## src/rtl/ntt_wb_addr_gen.sv

```systemverilog
// ntt_wb_addr_gen
//   Write-back address generator for the radix-16 NTT datapath. Each address
//   group issued by the read AGU is captured into an in-order FIFO while the PE
//   pipeline computes. When the PE returns a result group, the oldest address
//   group is popped, every lane address is mapped to a conflict-free
//   (bank, row) pair, and the result is registered onto the write port. Groups
//   are counted per stage, and wb_done pulses with the final write of the last
//   stage.
//
// Ports
//   clk, rst      clock (rising edge), asynchronous active-high reset
//   clear         synchronous flush of FIFO, counters and sticky flags
//   ord_valid     ord_in carries an address group this cycle
//   ord_in        lane k address at [k*AW +: AW]
//   res_valid     PE result group available; pops the oldest address group
//   wr_en         per-lane write enable (all ones on a write cycle)
//   wr_bank       lane k bank at [k*RADIX_LOG +: RADIX_LOG]
//   wr_row        lane k row at [k*RW +: RW]
//   wr_stage      NTT stage of the group on wr_*
//   wb_done       pulse with the last write of the last stage
//   fifo_full     DEPTH groups held
//   fifo_empty    no groups held
//   overflow      sticky: push attempted while full without a pop
//   underflow     sticky: res_valid while empty
module ntt_wb_addr_gen #(
    parameter int LOGN      = 12,
    parameter int RADIX_LOG = 4,
    parameter int AW        = LOGN,
    parameter int DEPTH     = 8,
    localparam int LANES    = 2 ** RADIX_LOG,
    localparam int RW       = AW - RADIX_LOG,
    localparam int STAGES   = LOGN / RADIX_LOG,
    localparam int SW       = (STAGES > 1) ? $clog2(STAGES) : 1
) (
    input  logic                       clk,
    input  logic                       rst,
    input  logic                       clear,
    input  logic                       ord_valid,
    input  logic [LANES*AW-1:0]        ord_in,
    input  logic                       res_valid,
    output logic [LANES-1:0]           wr_en,
    output logic [LANES*RADIX_LOG-1:0] wr_bank,
    output logic [LANES*RW-1:0]        wr_row,
    output logic [SW-1:0]              wr_stage,
    output logic                       wb_done,
    output logic                       fifo_full,
    output logic                       fifo_empty,
    output logic                       overflow,
    output logic                       underflow
);

    localparam int GW     = LOGN - RADIX_LOG;   // group counter width
    localparam int GPS    = 2 ** GW;            // groups per stage
    localparam int PW     = $clog2(DEPTH);      // FIFO pointer width
    localparam int DIGITS = AW / RADIX_LOG;     // radix digits per address

    logic [LANES*AW-1:0] mem_q [DEPTH];

    logic [PW-1:0]              wptr_q, wptr_d;
    logic [PW-1:0]              rptr_q, rptr_d;
    logic [PW:0]                cnt_q, cnt_d;
    logic [GW-1:0]              grp_q, grp_d;
    logic [SW-1:0]              stg_q, stg_d;
    logic [LANES-1:0]           en_q, en_d;
    logic [LANES*RADIX_LOG-1:0] bank_q, bank_d;
    logic [LANES*RW-1:0]        row_q, row_d;
    logic [SW-1:0]              wstg_q, wstg_d;
    logic                       done_q, done_d;
    logic                       ovf_q, ovf_d;
    logic                       udf_q, udf_d;

    logic                       full, empty, push, pop;
    logic [LANES*AW-1:0]        head;
    logic [LANES*RADIX_LOG-1:0] map_bank;
    logic [LANES*RW-1:0]        map_row;
    logic [RADIX_LOG-1:0]       dsum;

    assign full  = (cnt_q == (PW+1)'(DEPTH));
    assign empty = (cnt_q == '0);
    assign pop   = res_valid & ~empty;
    // A pop frees the slot this cycle, so a push into a full FIFO is accepted
    // alongside it. Pushing into an empty FIFO never pops in the same cycle.
    assign push  = ord_valid & (~full | pop);
    assign head  = mem_q[rptr_q];

    // Bank = digit sum modulo the radix (carry dropped); row = address without
    // its lowest digit. Lanes of one AGU group differ in exactly one digit
    // position, so their digit sums cover all banks.
    always_comb begin
        map_bank = '0;
        map_row  = '0;
        dsum     = '0;
        for (int unsigned k = 0; k < LANES; k++) begin
            dsum = '0;
            for (int unsigned j = 0; j < DIGITS; j++) begin
                dsum = dsum + head[k*AW + j*RADIX_LOG +: RADIX_LOG];
            end
            map_bank[k*RADIX_LOG +: RADIX_LOG] = dsum;
            map_row[k*RW +: RW]                = head[k*AW + RADIX_LOG +: RW];
        end
    end

    always_comb begin
        wptr_d = wptr_q;
        rptr_d = rptr_q;
        cnt_d  = cnt_q;
        grp_d  = grp_q;
        stg_d  = stg_q;
        en_d   = '0;
        bank_d = bank_q;
        row_d  = row_q;
        wstg_d = wstg_q;
        done_d = 1'b0;
        ovf_d  = ovf_q;
        udf_d  = udf_q;

        if (clear) begin
            wptr_d = '0;
            rptr_d = '0;
            cnt_d  = '0;
            grp_d  = '0;
            stg_d  = '0;
            bank_d = '0;
            row_d  = '0;
            wstg_d = '0;
            ovf_d  = 1'b0;
            udf_d  = 1'b0;
        end else begin
            if (ord_valid & full & ~res_valid) ovf_d = 1'b1;
            if (res_valid & empty)             udf_d = 1'b1;

            if (push) wptr_d = wptr_q + PW'(1);

            if (pop) begin
                rptr_d = rptr_q + PW'(1);
                en_d   = '1;
                bank_d = map_bank;
                row_d  = map_row;
                wstg_d = stg_q;
                if (grp_q == GW'(GPS - 1)) begin
                    grp_d = '0;
                    if (stg_q == SW'(STAGES - 1)) begin
                        stg_d  = '0;
                        done_d = 1'b1;
                    end else begin
                        stg_d = stg_q + SW'(1);
                    end
                end else begin
                    grp_d = grp_q + GW'(1);
                end
            end

            case ({push, pop})
                2'b10:   cnt_d = cnt_q + (PW+1)'(1);
                2'b01:   cnt_d = cnt_q - (PW+1)'(1);
                default: cnt_d = cnt_q;
            endcase
        end
    end

    always_ff @(posedge clk) begin
        if (push & ~clear) mem_q[wptr_q] <= ord_in;
    end

    always_ff @(posedge clk or posedge rst) begin
        if (rst) begin
            wptr_q <= '0;
            rptr_q <= '0;
            cnt_q  <= '0;
            grp_q  <= '0;
            stg_q  <= '0;
            en_q   <= '0;
            bank_q <= '0;
            row_q  <= '0;
            wstg_q <= '0;
            done_q <= 1'b0;
            ovf_q  <= 1'b0;
            udf_q  <= 1'b0;
        end else begin
            wptr_q <= wptr_d;
            rptr_q <= rptr_d;
            cnt_q  <= cnt_d;
            grp_q  <= grp_d;
            stg_q  <= stg_d;
            en_q   <= en_d;
            bank_q <= bank_d;
            row_q  <= row_d;
            wstg_q <= wstg_d;
            done_q <= done_d;
            ovf_q  <= ovf_d;
            udf_q  <= udf_d;
        end
    end

    assign wr_en      = en_q;
    assign wr_bank    = bank_q;
    assign wr_row     = row_q;
    assign wr_stage   = wstg_q;
    assign wb_done    = done_q;
    assign fifo_full  = full;
    assign fifo_empty = empty;
    assign overflow   = ovf_q;
    assign underflow  = udf_q;

endmodule

```

## config.mk

```make
export PLATFORM = sky130hd
export DESIGN_NAME = ntt_wb_addr_gen
export DESIGN_NICKNAME = d
export VERILOG_FILES = /design/src/rtl/ntt_wb_addr_gen.sv
export SDC_FILE = /design/constraint.sdc
export NUM_CORES = 2
export LEC_CHECK = 0
export CELL_PAD_IN_SITES_DETAIL_PLACEMENT = 1
export CELL_PAD_IN_SITES_GLOBAL_PLACEMENT = 1
export CORE_AREA = 2 2 367 369
export DETAILED_ROUTE_END_ITERATION = 10
export DIE_AREA = 0 0 369 371
export PLACE_DENSITY = 0.81
export RECOVER_POWER = 50
export SYNTH_ARGS = -nofsm -noshare
export SYNTH_HDL_FRONTEND = slang
export SYNTH_SLANG_ARGS = --single-unit
```

## constraint.sdc

```tcl
create_clock -name clk -period 18 [get_ports clk]
set_input_delay 1.8 -clock clk [delete_from_list [all_inputs] [get_ports clk]]
set_output_delay 1.8 -clock clk [all_outputs]
set_load 0.02 [all_outputs]
```

## Yosys cells after proc, flatten, opt, wreduce, memory -nomap -nowiden

Memories as Yosys holds them, arrays and structs flattened.
Index checks and enable logic that the tools add are counted.

- Bits in writable memories: 1,536
- Bits in registers: 233
- Logic and storage cells: 106
- Memories kept: 1
- Output and inout port bits: 215

- Bitwise logic cells: 11
- Reduce and logical (&&, ||, !) cells: 8
- Add/subtract/negate cells: 38
- Mux-type cells: 31
- Equal/unequal tests: 5

Memory list:

| name | depth | width | read ports | clocked after memory_dff | write ports | line | source |
|---|---|---|---|---|---|---|---|
| mem_q | 8 | 192 | 1 | 0 | 1 | 57 | `logic [LANES*AW-1:0] mem_q [DEPTH];` |

Operator list:

| kind | count |
|---|---|
| $mux W128 | 2 |
| $add A4 B4 Y4 | 32 |
| $mux W64 | 2 |
| $mux W16 | 2 |
| $mux W8 | 3 |
| $mux W2 | 6 |
| $mux W3 | 4 |
| $mux W1 | 10 |
| $reduce_bool A2 Y1 | 5 |
| $add A8 B1 Y8 const B | 1 |
| $eq A8 B8 Y1 const B | 1 |
| $pmux W4 S2 | 1 |
| $add A3 B1 Y3 const B | 2 |
| $and A1 B1 Y1 | 6 |
| $add A4 B1 Y4 const B | 1 |
| $eq A2 B2 Y1 const B | 2 |
| $eq A4 B4 Y1 const B | 1 |
| $logic_not A4 Y1 | 1 |
| $mux W4 | 1 |
| $not A1 Y1 | 4 |
| $sub A4 B1 Y4 const B | 1 |
| $reduce_bool A3 Y1 | 1 |
| $add A2 B1 Y2 const B | 1 |
| $eq A2 B1 Y1 const B | 1 |
| other kinds (2) | 2 |

## Logic depth before layout (Yosys ltp)

- Depth in word-level cells: 8
- Depth in mapped cells: 17

## Worst setup path after synthesis

No wires, ideal clock.

- Path kind: input to register
- From: in res_valid
- To: mem mem_q[0][0] (netlist bit), enable pin
- Path slack: 1.637 ns
- Path buffers: 0
- Library setup time: 0.979 ns
- Required time: 17.021 ns
- Data arrival time: 15.384 ns
- Stages on the path: 4
- Cell sequence: inv_1 -> a21o_1 -> or3_1 -> nor3_1

- Cells in the longest elaborated chain, start to end: 6

Ends and longest elaborated chain:

| what | line | source |
|---|---|---|
| start: declaration | 40 | `input logic res_valid,` |
| $and A1 B1 Y1 | 80 | `assign pop = res_valid & ~empty;` |
| $or A1 B1 Y1 | 83 | `assign push = ord_valid & (~full \| pop);` |
| $and A1 B1 Y1 | 83 |  |
| $and A1 B1 Y1 | 162 | `if (push & ~clear) mem_q[wptr_q] <= ord_in;` |
| $mux W1 | 162 |  |
| $mux W1 (not written as such) | 162 |  |
| end: declaration | 57 |  |

No other way between the ends.

## Final worst setup path

- From: in clear
- To: mem mem_q[7][71] (netlist bit), enable pin

- Cells in the longest elaborated chain, start to end: 4

Ends and longest elaborated chain:

| what | line | source |
|---|---|---|
| start: declaration | 37 | `input logic clear,` |
| $not A1 Y1 | 162 |  |
| $and A1 B1 Y1 | 162 |  |
| $mux W1 | 162 |  |
| $mux W1 (not written as such) | 162 |  |

No other way between the ends.

==> summary.txt <==
status - complete, but fails checks
failing checks - capacitance limit, slew limit
post-synthesis sequential area ratio - 74.87%
Distinct cells, synth - 48
NetSw - 3.825 mW
HP Class - reg -> reg
syn nets - 3690
slowest CP cell - clkbuf_1
worst path buffer plus inverter count - 2
first-pass GRT wire length - 266.3 mm
area of the core - 0.1328 sq mm
final worst setup slack - 8.171 ns
via count - 34.98k
postcts setup bufs - 0
initial core utilization - 51.88%
# setup viols final - 0
final period utilization - 54.60%
vias per cell - 6.007
Synth top cells by count - edfxtp_1 (1536), mux4_2 (352), nor2_1 (244)
DIE AREA - 0.1369 sq mm
Max Fclk - 101.7 MHz
post-CTS sizing - 0
net count reported at finish - 4147
largest area contributor in the netlist - edfxtp_1
Post-DP Area - 0.07473 sq mm
layout cell share with drive strength beyond 1 - 20.15%
post-synth top area share - 66.95%
initial antenna violation count - 74
Worst Path Arrival - 9.99 ns
Pins Over Slew Limit - 536
peak supply drop - 99.74 uV
WL final - 183.3 mm
pre-CTS setup slack - 11.81 ns
final hold vios - 0
CP Cell Sequence - clkbuf_1 > nor2_1 > nand2_1 > nor2_1 > clkbuf_1
PwrDens - 150.3 mW/mm^2
DRT iter0 DRCs - 3346
Syn. warnings - 0
Post-Syn Area per Cell - 20.21 sq um
Worst Setup SP - clear
Reg clk slew, reported paths - 0.07 ns
gr usage total - 27.13%
Synth Instances - 3408
root buf cell - clkbuf_16
Worst-Margin Slew - 8.006 ns
HP Start - wr_bank[43]
IO Pins - 412
Fin Clk Skew - 0.04811 ns
final worst path period need - 9.829 ns
critical path type - in -> reg
max-cap viol count - 11
top-count cell post-synth - edfxtp_1
Bufs on Longest Clock Path - 3
# port buffers - 411
number of global-route vias before repair - 37.64k
crit-path max FO - 102
switch share - 31.56%
Seq pwr share - 40.8%
Overflow after GRT - 0
Die Width - 369 um
DRT Pass-1 Iters - 5
Clock Sinks - 1754
Clock Power Share - 30.8%
TritonCTS clock tree - yes
cell family with most CP delay - buffers and inverters
Leak Pwr - 26.29 nW
Synth Cell Area - 0.06889 sq mm
CTS Hold Bufs - 0
die height - 371 um
kind of end point of the critical path - flop
unrepaired setup endpoints after global routing - false
synth top area cells - edfxtp_1 (67%), mux4_2 (12%), dfrtp_1 (7.9%)
critical path launch point type - input pin
Post-synth EDFFs - 1536
combinational fraction of design power - 28.4%
largest net degree at the start of global routing - 147
ys flop type - edfxtp_1
Async SR Flop Fraction - 12.43%
CTS Buf Count - 178
Area growth syn-to-layout - 17.07%
DR DRC count - 0
Final GP Congestion - 0.7869
Internal - 8.296 mW
Final Cell Area - 0.08065 sq mm
Rows - 134
reg-to-reg critical path startpoint - cnt_q[0]
Rel. slew slack - -433.7%
Seq cells post-synth - 1754
routed length per placed instance - 31.47 um
aggregate negative setup slack - 0 ns
hpwl dp - 110.0 mm
htree depth - 4
Largest stage delay, worst path - 5.56 ns
DRT antenna net count - 0
Req. time, crit path - 18.16 ns
clk_lat worst skew - 0.83 ns
registers in the layout, summed over array words and instances (netlist names):
name,flops
mem_q,1536
wr_row,128
wr_bank,64
grp_q,8
cnt_q,4
rptr_q,3
wptr_q,3
stg_q,2
wr_stage,2
overflow,1
underflow,1
wb_done,1
wr_en,1
metrics by stage:
| step | hold WS (ns) | util, % | power (mW) | std cells |
|---|---|---|---|---|
| 5_1_grt | 0.5290 | 60.69 | 12.58 | 5801 |
| 3_3_place_gp | 0.4631 | 56.28 | 8.400 | 5453 |
| 2_1_floorplan | 0.4737 | - | 7.049 | 3408 |
| 4_1_cts | 0.4958 | 60.74 | 12.28 | 5788 |
| 6_report | 0.4930 | 60.74 | 12.12 | 5823 |
| 3_5_place_dp | 0.4782 | 56.28 | 8.512 | 5453 |
cells in the final DEF, fill, tap and decap left out, types with 13 or more instances in the layout:
cell	instances
clkinv_2	39
mux2i_1	112
buf_4	49
clkbuf_1	51
ha_1	21
o21ai_0	13
dfrtp_1	215
bufinv_16	14
clkbuf_8	16
fa_1	64
diode_2	35
clkinv_1	14
clkbuf_16	180
a211oi_1	82
nor3_1	65
clkdlybuf4s50_1	136
mux2_2	113
nor2_1	242
dlygate4sd3_1	274
edfxtp_1	1536
nand2_1	118
a21oi_1	54
mux4_2	352
inv_1	36
clkinvlp_4	13
xnor2_1	67
xor2_1	43
worst reg2reg max path: stages, from the launching register on:
cell	delay, ns
dfrtp_1	0.54
nor4b_1	0.16
a21o_1	0.31
nor2_1	0.14
nand2_1	0.19
nor2_1	0.25
clkbuf_1	5.56
area by class of cell:
type / count / area [sq um]
well taps: 1768 / 2212
multi-input cells: 1423 / 16110
inverters: 37 / 140.1
flip-flops and latches: 1754 / 51590
repair buffers: 471 / 4598
clock buffers: 240 / 4890
clock inverters: 95 / 1026
diodes: 35 / 87.58
fillers: 11190 / 52140
power by group through the flow:
| stage | logic (mW) | clock network, mW | registers, mW |
|---|---|---|---|
| 3_5_place_dp | 3.49 | 0 | 5.02 |
| 3_3_place_gp | 3.40 | 0 | 5.00 |
| 4_1_cts | 3.55 | 3.79 | 4.95 |
| 5_1_grt | 3.69 | 3.92 | 4.97 |
| 6_report | 3.44 | 3.73 | 4.94 |
| 2_1_floorplan | 1.88 | 0 | 5.17 |
path summary, 6_finish.rpt:
path                                end  slack [ns]  depth (start not counted)
max in group asynchronous     rptr_q[1]       10.36                          3
min in group asynchronous      cnt_q[3]        2.48                          2
max reg2reg                mem_q[7][71]        9.97                          6
min                         wr_bank[43]        0.49                          2
max                        mem_q[7][71]        8.17                          5
min reg2reg                 wr_bank[43]        0.49                          2
cells by family after synthesis:
group	after synthesis	share of synthesized area, %
DFF	1754	74.87
muxes	579	15.06
and+or+nand+nor	467	2.853
buffers and inverters	231	1.787
AOI/OAI and AO/OA	182	1.791
xor gates and xnor gates	110	1.398
adders and majority gates	85	2.241
per-layer routing:
layer  up-vias  routed length (um)  part of all wire [%]  GRT usage, %
met4        30                6192                   3.4         9.403
li1      14481                   -                     -             -
met3       351               13280                   7.2         5.478
met2      1518               94420                    52         46.18
met1     18600               69160                    38         34.97
met5         -                 207                  0.11             0
Power figures use the tool's default switching activity.
